--- config.mk ---
export PLATFORM = sky130hd
export DESIGN_NAME = packet_source
export DESIGN_NICKNAME = d
export VERILOG_FILES = /design/src/rtl/packet_source.sv
export SDC_FILE = /design/constraint.sdc
export NUM_CORES = 1
export LEC_CHECK = 0
export ABC_AREA = 1
export CORE_MARGIN = 3
export CORE_UTILIZATION = 41
export CTS_BUF_LIST = sky130_fd_sc_hd__clkbuf_4 sky130_fd_sc_hd__clkbuf_8
export DETAILED_ROUTE_END_ITERATION = 8
export GPL_ROUTABILITY_DRIVEN = 0
export HOLD_SLACK_MARGIN = 0.06
export SETUP_SLACK_MARGIN = 0.4
export SLEW_MARGIN = 15
export SYNTH_ARGS = -nofsm -noshare
export SYNTH_HDL_FRONTEND = slang
export SYNTH_SLANG_ARGS = --single-unit
--- constraint.sdc ---
create_clock -name clk -period 3.5 [get_ports clk]
set_clock_uncertainty 0.2 [all_clocks]
set_input_delay 0.525 -clock clk [delete_from_list [all_inputs] [get_ports clk]]
set_output_delay 0.525 -clock clk [all_outputs]
set_load 0.02 [all_outputs]
--- src/rtl/packet_source.sv ---
// Traffic injector for one network node: rate-limited packet generation
// into a small queue, driven onto the router's local val/enable input link.
package noc_pkg;
  typedef struct packed {
    logic [7:0]  hops;
    logic [7:0]  source;
    logic [7:0]  dest;
    logic [31:0] data;
  } packet_t;
endpackage

module packet_source
  import noc_pkg::*;
#(
  parameter int unsigned SOURCE_ID   = 0,
  parameter int unsigned NODES       = 16,
  parameter int unsigned QUEUE_DEPTH = 4,
  parameter logic [15:0] SEED        = 16'hACE1
) (
  input  logic        clk,
  input  logic        reset_n,
  input  logic        ce,
  input  logic        i_enable,
  input  logic [7:0]  i_rate,
  input  logic        i_en,
  output packet_t     o_data,
  output logic        o_data_val,
  output logic        o_busy,
  output logic [31:0] o_sent_count,
  output logic [31:0] o_dropped_count
);

  localparam int AW = (QUEUE_DEPTH > 1) ? $clog2(QUEUE_DEPTH) : 1;
  localparam int CW = $clog2(QUEUE_DEPTH + 1);
  localparam logic [CW-1:0] FULL = CW'(QUEUE_DEPTH);
  localparam logic [7:0] SRC = 8'(SOURCE_ID);
  localparam logic [7:0] ALT = 8'((SOURCE_ID + 1) % NODES);

  typedef enum logic [1:0] {
    IDLE,
    RUN,
    DRAIN
  } state_e;

  state_e        state_q, state_d;
  logic [15:0]   lfsr_q, lfsr_d;
  logic [31:0]   seq_q, seq_d;
  logic [AW-1:0] wr_ptr_q, wr_ptr_d;
  logic [AW-1:0] rd_ptr_q, rd_ptr_d;
  logic [CW-1:0] cnt_q, cnt_d;
  packet_t       out_q, out_d;
  logic          val_q, val_d;
  logic [31:0]   sent_q, sent_d;
  logic [31:0]   drop_q, drop_d;
  packet_t       mem_q [QUEUE_DEPTH];

  logic          gen;
  logic          xfer;
  logic          can_load;
  logic          pop;
  logic          bypass;
  logic          push;
  logic          drop;
  logic          fb;
  logic [7:0]    dest_raw;
  logic [7:0]    dest_sel;
  logic [CW-1:0] cnt_rd;
  packet_t       gen_pkt;

  assign fb = lfsr_q[0] ^ lfsr_q[2]
            ^ lfsr_q[3] ^ lfsr_q[5];

  assign dest_raw =
    8'({24'd0, lfsr_q[15:8]} % NODES);

  assign dest_sel =
    (dest_raw == SRC) ? ALT : dest_raw;

  always_comb begin
    gen_pkt        = '0;
    gen_pkt.source = SRC;
    gen_pkt.dest   = dest_sel;
    gen_pkt.data   = seq_q;
  end

  // Output register has priority over the queue; the queue only
  // absorbs what the register cannot take this cycle.
  always_comb begin
    gen = (state_q == RUN) && i_enable
       && (lfsr_q[7:0] < i_rate);
    xfer     = val_q && i_en;
    can_load = !val_q || xfer;
    pop      = can_load && (cnt_q != '0);
    bypass   = can_load && (cnt_q == '0) && gen;
    cnt_rd   = cnt_q - CW'(pop);
    push     = gen && !bypass && (cnt_rd < FULL);
    drop     = gen && !bypass && !push;
  end

  always_comb begin
    out_d = out_q;
    val_d = val_q;
    if (pop) begin
      out_d = mem_q[rd_ptr_q];
      val_d = 1'b1;
    end else if (bypass) begin
      out_d = gen_pkt;
      val_d = 1'b1;
    end else if (can_load) begin
      val_d = 1'b0;
    end
  end

  always_comb begin
    wr_ptr_d = wr_ptr_q + AW'(push);
    rd_ptr_d = rd_ptr_q + AW'(pop);
    cnt_d    = cnt_q + CW'(push) - CW'(pop);
    seq_d    = seq_q + 32'(push || bypass);
    lfsr_d   = lfsr_q;
    if (state_q == RUN) begin
      lfsr_d = {fb, lfsr_q[15:1]};
    end
  end

  always_comb begin
    sent_d = sent_q;
    drop_d = drop_q;
    if (xfer && (sent_q != '1)) begin
      sent_d = sent_q + 32'd1;
    end
    if (drop && (drop_q != '1)) begin
      drop_d = drop_q + 32'd1;
    end
  end

  always_comb begin
    state_d = state_q;
    unique case (state_q)
      IDLE: begin
        if (i_enable) state_d = RUN;
      end
      RUN: begin
        if (!i_enable) state_d = DRAIN;
      end
      DRAIN: begin
        if (i_enable) begin
          state_d = RUN;
        end else if ((cnt_q == '0) && can_load) begin
          state_d = IDLE;
        end
      end
      default: state_d = IDLE;
    endcase
  end

  always_ff @(posedge clk or negedge reset_n) begin
    if (!reset_n) begin
      state_q  <= IDLE;
      lfsr_q   <= SEED;
      seq_q    <= '0;
      wr_ptr_q <= '0;
      rd_ptr_q <= '0;
      cnt_q    <= '0;
      out_q    <= '0;
      val_q    <= 1'b0;
      sent_q   <= '0;
      drop_q   <= '0;
    end else if (ce) begin
      state_q  <= state_d;
      lfsr_q   <= lfsr_d;
      seq_q    <= seq_d;
      wr_ptr_q <= wr_ptr_d;
      rd_ptr_q <= rd_ptr_d;
      cnt_q    <= cnt_d;
      out_q    <= out_d;
      val_q    <= val_d;
      sent_q   <= sent_d;
      drop_q   <= drop_d;
    end
  end

  // Storage is qualified by the pointers, so it needs no reset.
  always_ff @(posedge clk) begin
    if (ce && push) begin
      mem_q[wr_ptr_q] <= gen_pkt;
    end
  end

  assign o_data          = out_q;
  assign o_data_val      = val_q;
  assign o_busy          = (state_q != IDLE);
  assign o_sent_count    = sent_q;
  assign o_dropped_count = drop_q;

endmodule

### Word-level counts from Yosys, hierarchy flattened

Memory sizes are Yosys's and may differ from the RTL's.
Cells that the tools add are included.

| storage, ports and cells | value |
|---|---|
| register bits | 178 |
| bits in latches | 0 |
| RAM bits | 144 |
| bits in read-only memories | 0 |
| input port bits | 13 |
| output and inout bits | 122 |
| word-level logic and storage cells | 77 |
| memories | 1 |

| cells by class | value |
|---|---|
| add/sub/neg operators | 8 |
| multipliers | 0 |
| divide/modulo/power cells | 0 |
| magnitude comparators | 2 |
| equal/unequal tests | 7 |
| shift-type cells | 0 |
| multiplexer cells | 13 |
| bitwise gates (word level) | 3 |
| reduce and logical (&&, ||, !) cells | 30 |

Memories:

| name | depth | width | read ports | clocked after memory_dff | write ports | RTL line | source |
|---|---|---|---|---|---|---|---|
| mem_q | 4 | 36 | 1 | 0 | 1 | 55 | `packet_t mem_q [QUEUE_DEPTH];` |

Operators by type and width:

| kind | count |
|---|---|
| $mux W56 | 2 |
| $add A32 B1 Y32 const B | 2 |
| $ne A32 B32 Y1 const B | 2 |
| $add A32 B1 Y32 | 1 |
| $logic_and A1 B1 Y1 | 12 |
| $reduce_and A2 Y1 | 5 |
| $logic_not A8 Y1 | 1 |
| $lt A8 B8 Y1 | 1 |
| $mux W2 | 4 |
| $pmux W2 S3 | 1 |
| $reduce_bool A3 Y1 | 2 |
| $sub A3 B1 Y3 | 2 |
| $mux W1 | 5 |
| $add A2 B1 Y2 | 2 |
| $mux W4 | 1 |
| $ne A2 B2 Y1 const B | 2 |
| $reduce_and A4 Y1 | 1 |
| $reduce_bool A2 Y1 | 2 |
| $add A3 B1 Y3 | 1 |
| $logic_not A1 Y1 | 3 |
| $logic_not A3 Y1 | 1 |
| $lt A3 B3 Y1 const B | 1 |
| $ne A3 B3 Y1 const B | 1 |
| $xor A1 B1 Y1 | 3 |
| other kinds (4) | 5 |

### Depth between registers and ports, before layout

Gate-level depths: netlist of run 1.

| logic depth | value |
|---|---|
| depth after elaboration | 11 |
| mapped depth | 18 |
| gate-level depth less buffers | 18 |

### Worst setup path after synthesis of run 1

No wires, ideal clock.

| path | value |
|---|---|
| path type | input port to flip-flop |
| from | input port i_rate[7] |
| to | memory mem_q[0][0] in the netlist's numbering, enable pin |
| arrival | 3098 ps |
| required time | 2871 ps |
| setup slack | -227 ps |
| stages | 11 |
| buffers on the path | 0 |
| cell sequence | inv_1 ha_1 nand2_1 inv_1 nor3_1 nand2_1 clkinv_1 nand2_4 nor2_2 nand3_1 nor2_1 |

| between the ends | value |
|---|---|
| cells in the longest elaborated chain, start to end | 9 |

RTL lines:

| what | RTL line | source |
|---|---|---|
| start, declared | 24 | `input logic [7:0] i_rate,` |
| $lt A8 B8 Y1 (*) | 90 | `&& (lfsr_q[7:0] < i_rate);` |
| $logic_and A1 B1 Y1 (*) | 90 |  |
| $logic_and A1 B1 Y1 | 94 | `bypass = can_load && (cnt_q == '0) && gen;` |
| $logic_not A1 Y1 | 96 | `push = gen && !bypass && (cnt_rd < FULL);` |
| $logic_and A1 B1 Y1 (*) (2 in series) | 96 |  |
| $logic_and A1 B1 Y1 (*) | 184 | `if (ce && push) begin` |
| $mux W1 (*) | 184 |  |
| $mux W1 (implied by the code) (*) | 185 | `mem_q[wr_ptr_q] <= gen_pkt;` |
| end, declared | 55 |  |

Every way passes the cells marked *; elsewhere a longest branch is shown, timed or not.

### Worst setup path in the final report of run 1

| path | value |
|---|---|
| from | register lfsr_q[7] |
| to | register cnt_q[2] |

| between the ends | value |
|---|---|
| cells in the longest elaborated chain, start to end | 8 |

RTL lines:

| what | RTL line | source |
|---|---|---|
| start, declared | 46 | `logic [15:0] lfsr_q, lfsr_d;` |
| start signal, assigned | 170 | `lfsr_q <= lfsr_d;` |
| $lt A8 B8 Y1 (*) | 90 |  |
| $logic_and A1 B1 Y1 (*) | 90 |  |
| $logic_and A1 B1 Y1 | 94 |  |
| $logic_not A1 Y1 | 96 |  |
| $logic_and A1 B1 Y1 (*) (2 in series) | 96 |  |
| $add A3 B1 Y3 (*) | 117 | `cnt_d = cnt_q + CW'(push) - CW'(pop);` |
| $sub A3 B1 Y3 (*) | 117 |  |
| end signal, assigned | 174 | `cnt_q <= cnt_d;` |
| end, declared | 50 | `logic [CW-1:0] cnt_q, cnt_d;` |

Marks and branches as above.
A chain may end at the register's enable or synchronous reset.

==> results of run 1 <==
worst register-to-register path: stages, from the launching register on:
cell and delay [ns]:
dfstp_2 0.55, ha_1 0.24, nand2_1 0.07, inv_1 0.05
nor3_2 0.14, nand2_1 0.07, clkinv_1 0.07, nand2_4 0.06
nor2_4 0.15, nand2_2 0.07, ha_1 0.27, inv_1 0.04
ha_1 0.18, fa_2 0.34, a21oi_1 0.14, o21ai_1 0.09
xor2_1 0.14
per-layer routing:
layer / GRT usage, % / vias up / share of wire (%)
met5: 0 / - / 0
met2: 32.72 / 269 / 48
met3: 3.145 / 57 / 4.8
met4: 5.625 / 0 / 2.0
li1: - / 5931 / -
met1: 26.68 / 5636 / 45
layout by cell type (no fill, tap or decap), types with 5 or more instances in the layout:
cell type        synthesis  final
clkbuf_8                 0     54
nor2_4                   2     12
clkbuf_4                 0     18
conb_1                   1     20
nand3_1                223    222
xor2_1                  40     40
clkinv_1                 2     16
edfxtp_1               144    144
inv_1                  121    121
nand2_1                639    637
inv_2                    9      9
nand3b_1                17     17
ha_1                    15     13
clkinv_2                 0      5
buf_4                   21     34
clkdlybuf4s50_1          0    112
buf_12                   0      8
nor2_1                 137    130
a21oi_1                 16     16
o21ai_1                 36     37
dfstp_2                  8      8
dfrtp_1                150    149
o21ai_0                 30     29
nand4_1                 11     11
nor3_1                  21     20
xnor2_1                 13     13
logic make-up (layout without fill, tap and decap cells):
| kind of cell | Yosys count | count (layout) |
|---|---|---|
| flip-flops | 302 | 302 |
| buffers and inverters | 216 | 386 |
| AND/OR/NAND/NOR | 1071 | 1071 |
| adder cells (fa/ha/maj) | 16 | 16 |
| AO/OA/AOI/OAI | 85 | 85 |
| other | 1 | 20 |
| XOR/XNOR | 53 | 53 |
path summary, 6_finish.rpt:
| path | startpoint | endpoint | slack (ns) | cells after the start |
|---|---|---|---|---|
| min in group asynchronous | reset_n | o_data[4] | 0.30 | 2 |
| min | ce | rd_ptr_q[0] | 0.16 | 3 |
| max reg2reg | lfsr_q[7] | cnt_q[2] | 0.53 | 16 |
| max | lfsr_q[7] | cnt_q[2] | 0.53 | 16 |
| min reg2reg | o_data[16] | o_data[16] | 0.27 | 2 |
| max in group asynchronous | reset_n | o_data[14] | 2.08 | 3 |
state kept, by name (all words and copies together), names as in the netlist:
signal / count
wr_ptr_q: 2
o_sent_count: 32
cnt_q: 3
mem_q: 144
o_data: 36
state_q: 2
seq_q: 32
lfsr_q: 16
o_dropped_count: 32
o_data_val: 1
rd_ptr_q: 2
final cells by class:
type / instances / area share [%]
inverters: 132 / 2.784
clock inverters: 25 / 1.068
multi-input cells: 1245 / 32.62
clock buffers: 72 / 4.935
repair buffers: 157 / 8.780
well taps: 461 / 3.241
flip-flops and latches: 302 / 46.57
where the power goes:
| part | internal [mW] | switching, mW | total [mW] |
|---|---|---|---|
| clock network | 1.84 | 1.44 | 3.29 |
| logic | 1.40 | 2.48 | 3.88 |
| registers | 4.25 | 0.404 | 4.65 |
repair_timing:
item,CTS,global route
gates resized for setup,0,15
setup endpoints to repair,0,15
endpoints found under the hold margin,51,0
hold buffers,1,0
setup buffers,0,1
metrics by stage:
| stage | instances | hold slack, ns | power (mW) | instance area [µm²] |
|---|---|---|---|---|
| after floorplan | 1763 | 0.02941 | 7.166 | 14950 |
| after global placement | 2295 | 0.2557 | 8.541 | 16660 |
| after detailed placement | 2295 | 0.2591 | 8.627 | 16660 |
| after CTS | 2393 | 0.1135 | 11.96 | 17740 |
| after global routing | 2394 | 0.1327 | 12.62 | 17800 |
| final | 2394 | 0.1612 | 11.82 | 17800 |
==> results.py, run 1 <==
metrics = {
    "synthesis": {
        "synth_compound_area_share_pct": 2.894,
        "yosys-top-cells-area": "edfxtp_1 (29%), dfrtp_1 (25%), nand2_1 (16%)",
        "synthesis.area_um2": 14870,
        "synth.avg_cell_area_um2": 8.527,
        "synth_edf_count": 144,
        "synth-simple-area-share_pct": 30.48,
        "synth_area_leader_cell": "edfxtp_1",
        "synth-seq-cells": 302,
        "ys_seq_area_share_pct": 55.73,
        "ys.warnings.count": 0,
        "synth.most_common_cell": "nand2_1",
        "synth_adder_area_share_pct": 1.397,
        "synthMuxAreaShare_pct": 0,
        "synth_top_family_by_area": "simple AND/OR/NAND/NOR gates",
        "synth_top_area_share_pct": 29.08,
        "ys.flop_type": "dfrtp_1",
        "synth.distinct_cells": 36,
        "async_reset_ff_share_pct": 52.32,
        "synth_xor_area_share_pct": 3.122,
        "synth_cells": 1744,
        "synth_commonest_cells": "nand2_1 (639), nand3_1 (223), dfrtp_1 (150)",
    },
    "cells_and_area": {
        "final_util_pct": 49.92,
        "ff_latch_area_um2": 8289,
        "num_antenna_cells": 0,
        "drive_gt1_share_pct": 9.260,
        "syn_to_final_growth_pct": 19.70,
        "nets": 1919,
        "multi_input_area_um2": 5807,
        "fill_cells": 3428,
    },
    "floorplanning": {
        "core_area_um2": 35660,
        "die_h_um": 196.4,
        "std_cell_rows": 69,
        "fp.dieArea_um2": 38590,
        "pin_count": 135,
        "die_x_um": 196.4,
        "start_util_pct": 41.71,
    },
    "grt": {
        "antenna_found_initial": 0,
        "grt_max_degree": 74,
        "gr-usage-all-layers_pct": 19.59,
        "grt_pass1_vias": 11628,
        "grt_pass1_wl_mm": 61.62,
        "grt_overflow": 0,
    },
    "worst_setup_path": {
        "slowest_delay_ns": 0.55,
        "end_kind": "register",
        "cp_cell_sequence": "ha_1 -> nand2_1 -> inv_1 -> nor3_2 -> nand2_1 -> clkinv_1 -> nand2_4 -> nor2_4 -> nand2_2 -> ha_1 -> inv_1 -> ha_1 -> fa_2 -> a21oi_1 -> o21ai_1 -> xor2_1",
        "cp_top_family": "adder cells",
        "slowest_stage": "dfstp_2",
        "critPathBufInv": 3,
        "required_ns": 3.76,
        "critical_path_class": "register to register",
        "cp_data_arrival_time_ns": 3.23,
        "startpoint_type": "register",
        "path_common_cell": "ha_1",
        "cp_max_fo": 3,
    },
    "cts": {
        "cts-root-buf": "clkbuf_8",
        "cts_sinks": 302,
        "cts_buffer_depth": 3,
        "insertion_delay_ns": 0.58,
        "path_clk_slew_ns": 0.06,
        "cts_max_level": 2,
        "cts_tree": "built",
        "cts_buffers": 52,
    },
    "pwr": {
        "powerDensity_nw_per_um2": 663.8,
        "vdd_drop_max_v": 0.0003483,
        "p_leak_nw": 7.634,
    },
    "timing": {
        "worst-slew-pin-transition_ns": 0.9834,
        "timing.fmax_mhz": 336.2,
        "finalWorstSetupSlack_ns": 0.5253,
        "rsz0062_at_grt": "yes",
        "fin_crit_sh_pct": 84.99,
        "post-route-min-period_ns": 2.975,
        "timing.final.hold_violations": 0,
        "max_slew_margin_pct": 34.26,
        "setup-tns-final_ns": 0,
        "timing.final.max_slew_violations": 0,
        "setup-violations-final": 0,
    },
    "drt": {
        "drc_errors": 0,
        "wl_mm": 37.63,
        "via_per_inst": 4.968,
        "wl_per_cell_um": 15.72,
        "antenna_left": 0,
        "vias": 11893,
        "firstDrtPassIters": 5,
        "drt_iter0_drc": 715,
    },
    "place": {
        "hpwl_mm": 24.97,
        "post-place-ws_ns": -0.1294,
        "port_buffers": 114,
    },
    "worst_hold_path": {
        "min_path_type": "input pin to register",
    },
    "job": {
        "maxCapViolCount": 0,
    },
    "run_status": {
        "status": "finished clean",
    },
}
Note: power is estimated with default switching activity, not from simulation.
==> inputs of run 2 (changes only) <==
==> constraint.sdc (replaced) <==
create_clock -name clk -period 3 [get_ports clk]
set_clock_uncertainty 0.2 [all_clocks]
set_input_delay 0.45 -clock clk [delete_from_list [all_inputs] [get_ports clk]]
set_output_delay 0.45 -clock clk [all_outputs]
set_load 0.02 [all_outputs]
==> run 2 against run 1 <==
  * Fmax up 3.4%
  * Via count up 3.6%
  * First-iteration DRC count is 15% higher
  * Final area grew 5.5%
  * Global-route usage grew 0.45 points
  * Hold slack gained 0.0060 ns
  * Combinational power grew 26%
  * Non-clock buffer count rose by 48
  * Worst setup slack lost 0.40 ns
  * Sequential cell count did not move
  * Die area did not move
  * Largest cell class unchanged
==> results.py, run 2 (synthesis gave the netlist of run 1 again) <==
metrics = {
    "timing": {
        "setup-violations-final": 0,
        "timing.final.max_slew_violations": 0,
        "max_slew_margin_pct": 54.16,
        "timing.fmax_mhz": 347.7,
        "fin_crit_sh_pct": 95.88,
        "worst-slew-pin-transition_ns": 0.6876,
        "timing.final.hold_violations": 0,
        "post-route-min-period_ns": 2.876,
        "rsz0062_at_grt": "yes",
    },
    "cells_and_area": {
        "final_util_pct": 52.69,
        "num_antenna_cells": 0,
        "final_common_cell": "nand2_1",
        "largest_register_ffs": 144,
        "nets": 1967,
        "fill_cells": 3295,
        "drive_gt1_share_pct": 13.24,
        "final_cell_mix": "nand2_1 (632), nand3_1 (215), dfrtp_1 (149)",
        "syn_to_final_growth_pct": 26.33,
        "regMostFlops": "mem_q",
    },
    "cts": {
        "cts_tree": "built",
        "cts_sinks": 302,
        "cts_max_level": 2,
        "insertion_delay_ns": 0.61,
        "path_clk_slew_ns": 0.06,
        "cts_buffers": 52,
        "cts_buffer_depth": 3,
        "cts-root-buf": "clkbuf_8",
    },
    "worst_setup_path": {
        "startpoint_type": "register",
        "slowest_delay_ns": 0.57,
        "cp_cell_sequence": "ha_4 -> nand2_2 -> inv_2 -> nor3_2 -> nand2_1 -> clkinv_2 -> nand2_4 -> nor2_4 -> nand2_2 -> ha_4 -> inv_2 -> ha_4 -> fa_2 -> a21oi_2 -> o21ai_2 -> xor2_1",
        "end_kind": "register",
        "slowest_stage": "dfstp_2",
        "cp_data_arrival_time_ns": 3.15,
        "critical_path_class": "register to register",
        "cp_max_fo": 2,
        "required_ns": 3.27,
        "critPathBufInv": 3,
        "cp_top_family": "adder cells",
        "path_common_cell": "ha_4",
    },
    "drt": {
        "drc_errors": 0,
        "wl_mm": 40.41,
        "via_per_inst": 5.050,
        "antenna_left": 0,
        "vias": 12321,
        "firstDrtPassIters": 5,
        "wl_per_cell_um": 16.56,
        "drt_iter0_drc": 823,
    },
    "job": {
        "maxCapViolCount": 0,
    },
    "pwr": {
        "powerDensity_nw_per_um2": 749.7,
        "p_int_mw": 8.892,
        "vdd_drop_max_v": 0.0006096,
        "p_clk_share_pct": 26.7,
        "pwr-share-comb_pct": 34.7,
        "power_mw": 14.08,
        "p_sw_share_pct": 36.86,
        "p_sw_mw": 5.191,
        "p_leak_nw": 8.061,
        "seq_power_share_pct": 38.6,
    },
    "floorplanning": {
        "std_cell_rows": 69,
        "core_area_um2": 35660,
        "die_x_um": 196.4,
        "pin_count": 135,
        "die_h_um": 196.4,
        "start_util_pct": 41.71,
        "fp.dieArea_um2": 38590,
    },
    "grt": {
        "antenna_found_initial": 0,
        "grt_pass1_vias": 11833,
        "grt_pass1_wl_mm": 62.48,
        "grt_max_degree": 74,
        "gr-usage-all-layers_pct": 20.04,
        "grt_overflow": 0,
    },
    "place": {
        "hpwl_mm": 25.54,
        "port_buffers": 114,
    },
    "run_status": {
        "status": "finished clean",
    },
    "worst_hold_path": {
        "min_path_type": "input pin to register",
    },
}
## run 2: routing by layer
layer	track usage (%)	up-vias	share of wire (%)	wire length [µm]
met5	0	-	0	0
met4	7.235	0	2.6	1051
met3	3.145	75	4.7	1908
met2	32.52	295	47	19160
met1	27.50	5917	45	18290
li1	-	6034	-	-
## run 2: metrics by stage
step	worst slack (ns)	hold WS, ns	std cells	cell area, µm²	setup TNS (ns)
floorplan	0.1420	-0.04559	1763	15050	0
global placement	-0.3160	0.2553	2313	16950	-5.557
detailed placement	-0.3631	0.2575	2313	16950	-6.082
CTS	0.1682	0.09065	2423	18260	0
global route	-0.02623	0.1220	2440	18790	-0.04726
finish	0.1236	0.1672	2440	18790	0
## run 2: worst paths after layout
path | slack (ns) | cells past startpoint | endpoint | startpoint
setup / recovery | 0.12 | 16 | cnt_q[2] | lfsr_q[7]
setup reg to reg | 0.12 | 16 | cnt_q[2] | lfsr_q[7]
max in group asynchronous | 1.53 | 3 | o_data[1] | reset_n
min in group asynchronous | 0.22 | 2 | o_sent_count[5] | reset_n
hold / removal | 0.17 | 3 | seq_q[25] | ce
hold reg to reg | 0.27 | 2 | o_data[3] | o_data[3]
## run 2: final cells by class
type                    instances  area, µm²  area share (%)
multi-input cells            1245       5997           31.92
clock buffers                  79      968.4           5.155
well taps                     461      576.8           3.070
inverters                     132      496.7           2.644
repair buffers                205       2380           12.67
clock inverters                16      77.57          0.4129
flip-flops and latches        302       8289           44.13
## run 2: power by group through the flow
stage               Clock (mW)  Sequential (mW)  Combinational [mW]
floorplan                    0             5.75                2.66
global placement             0             5.49                4.68
detailed placement           0             5.50                4.76
CTS                       3.87             5.43                4.88
global route              4.05             5.50                5.46
finish                    3.76             5.43                4.89
## run 2: worst reg2reg max path, stage by stage, from the launching register on
cell,delay (ns)
dfstp_2,0.57
ha_4,0.21
nand2_2,0.06
inv_2,0.04
nor3_2,0.14
nand2_1,0.08
clkinv_2,0.06
nand2_4,0.05
nor2_4,0.10
nand2_2,0.09
ha_4,0.27
inv_2,0.03
ha_4,0.14
fa_2,0.36
a21oi_2,0.15
o21ai_2,0.07
xor2_1,0.14
## run 2: timing repair
item | CTS | global route
setup endpoints to repair | 64 | 173
gates resized for setup | 14 | 49
hold buffers | 2 | 0
pin swaps | 8 | 14
cloned | 2 | 11
buffers inserted | 11 | 6
endpoints found under the hold margin | 58 | 0
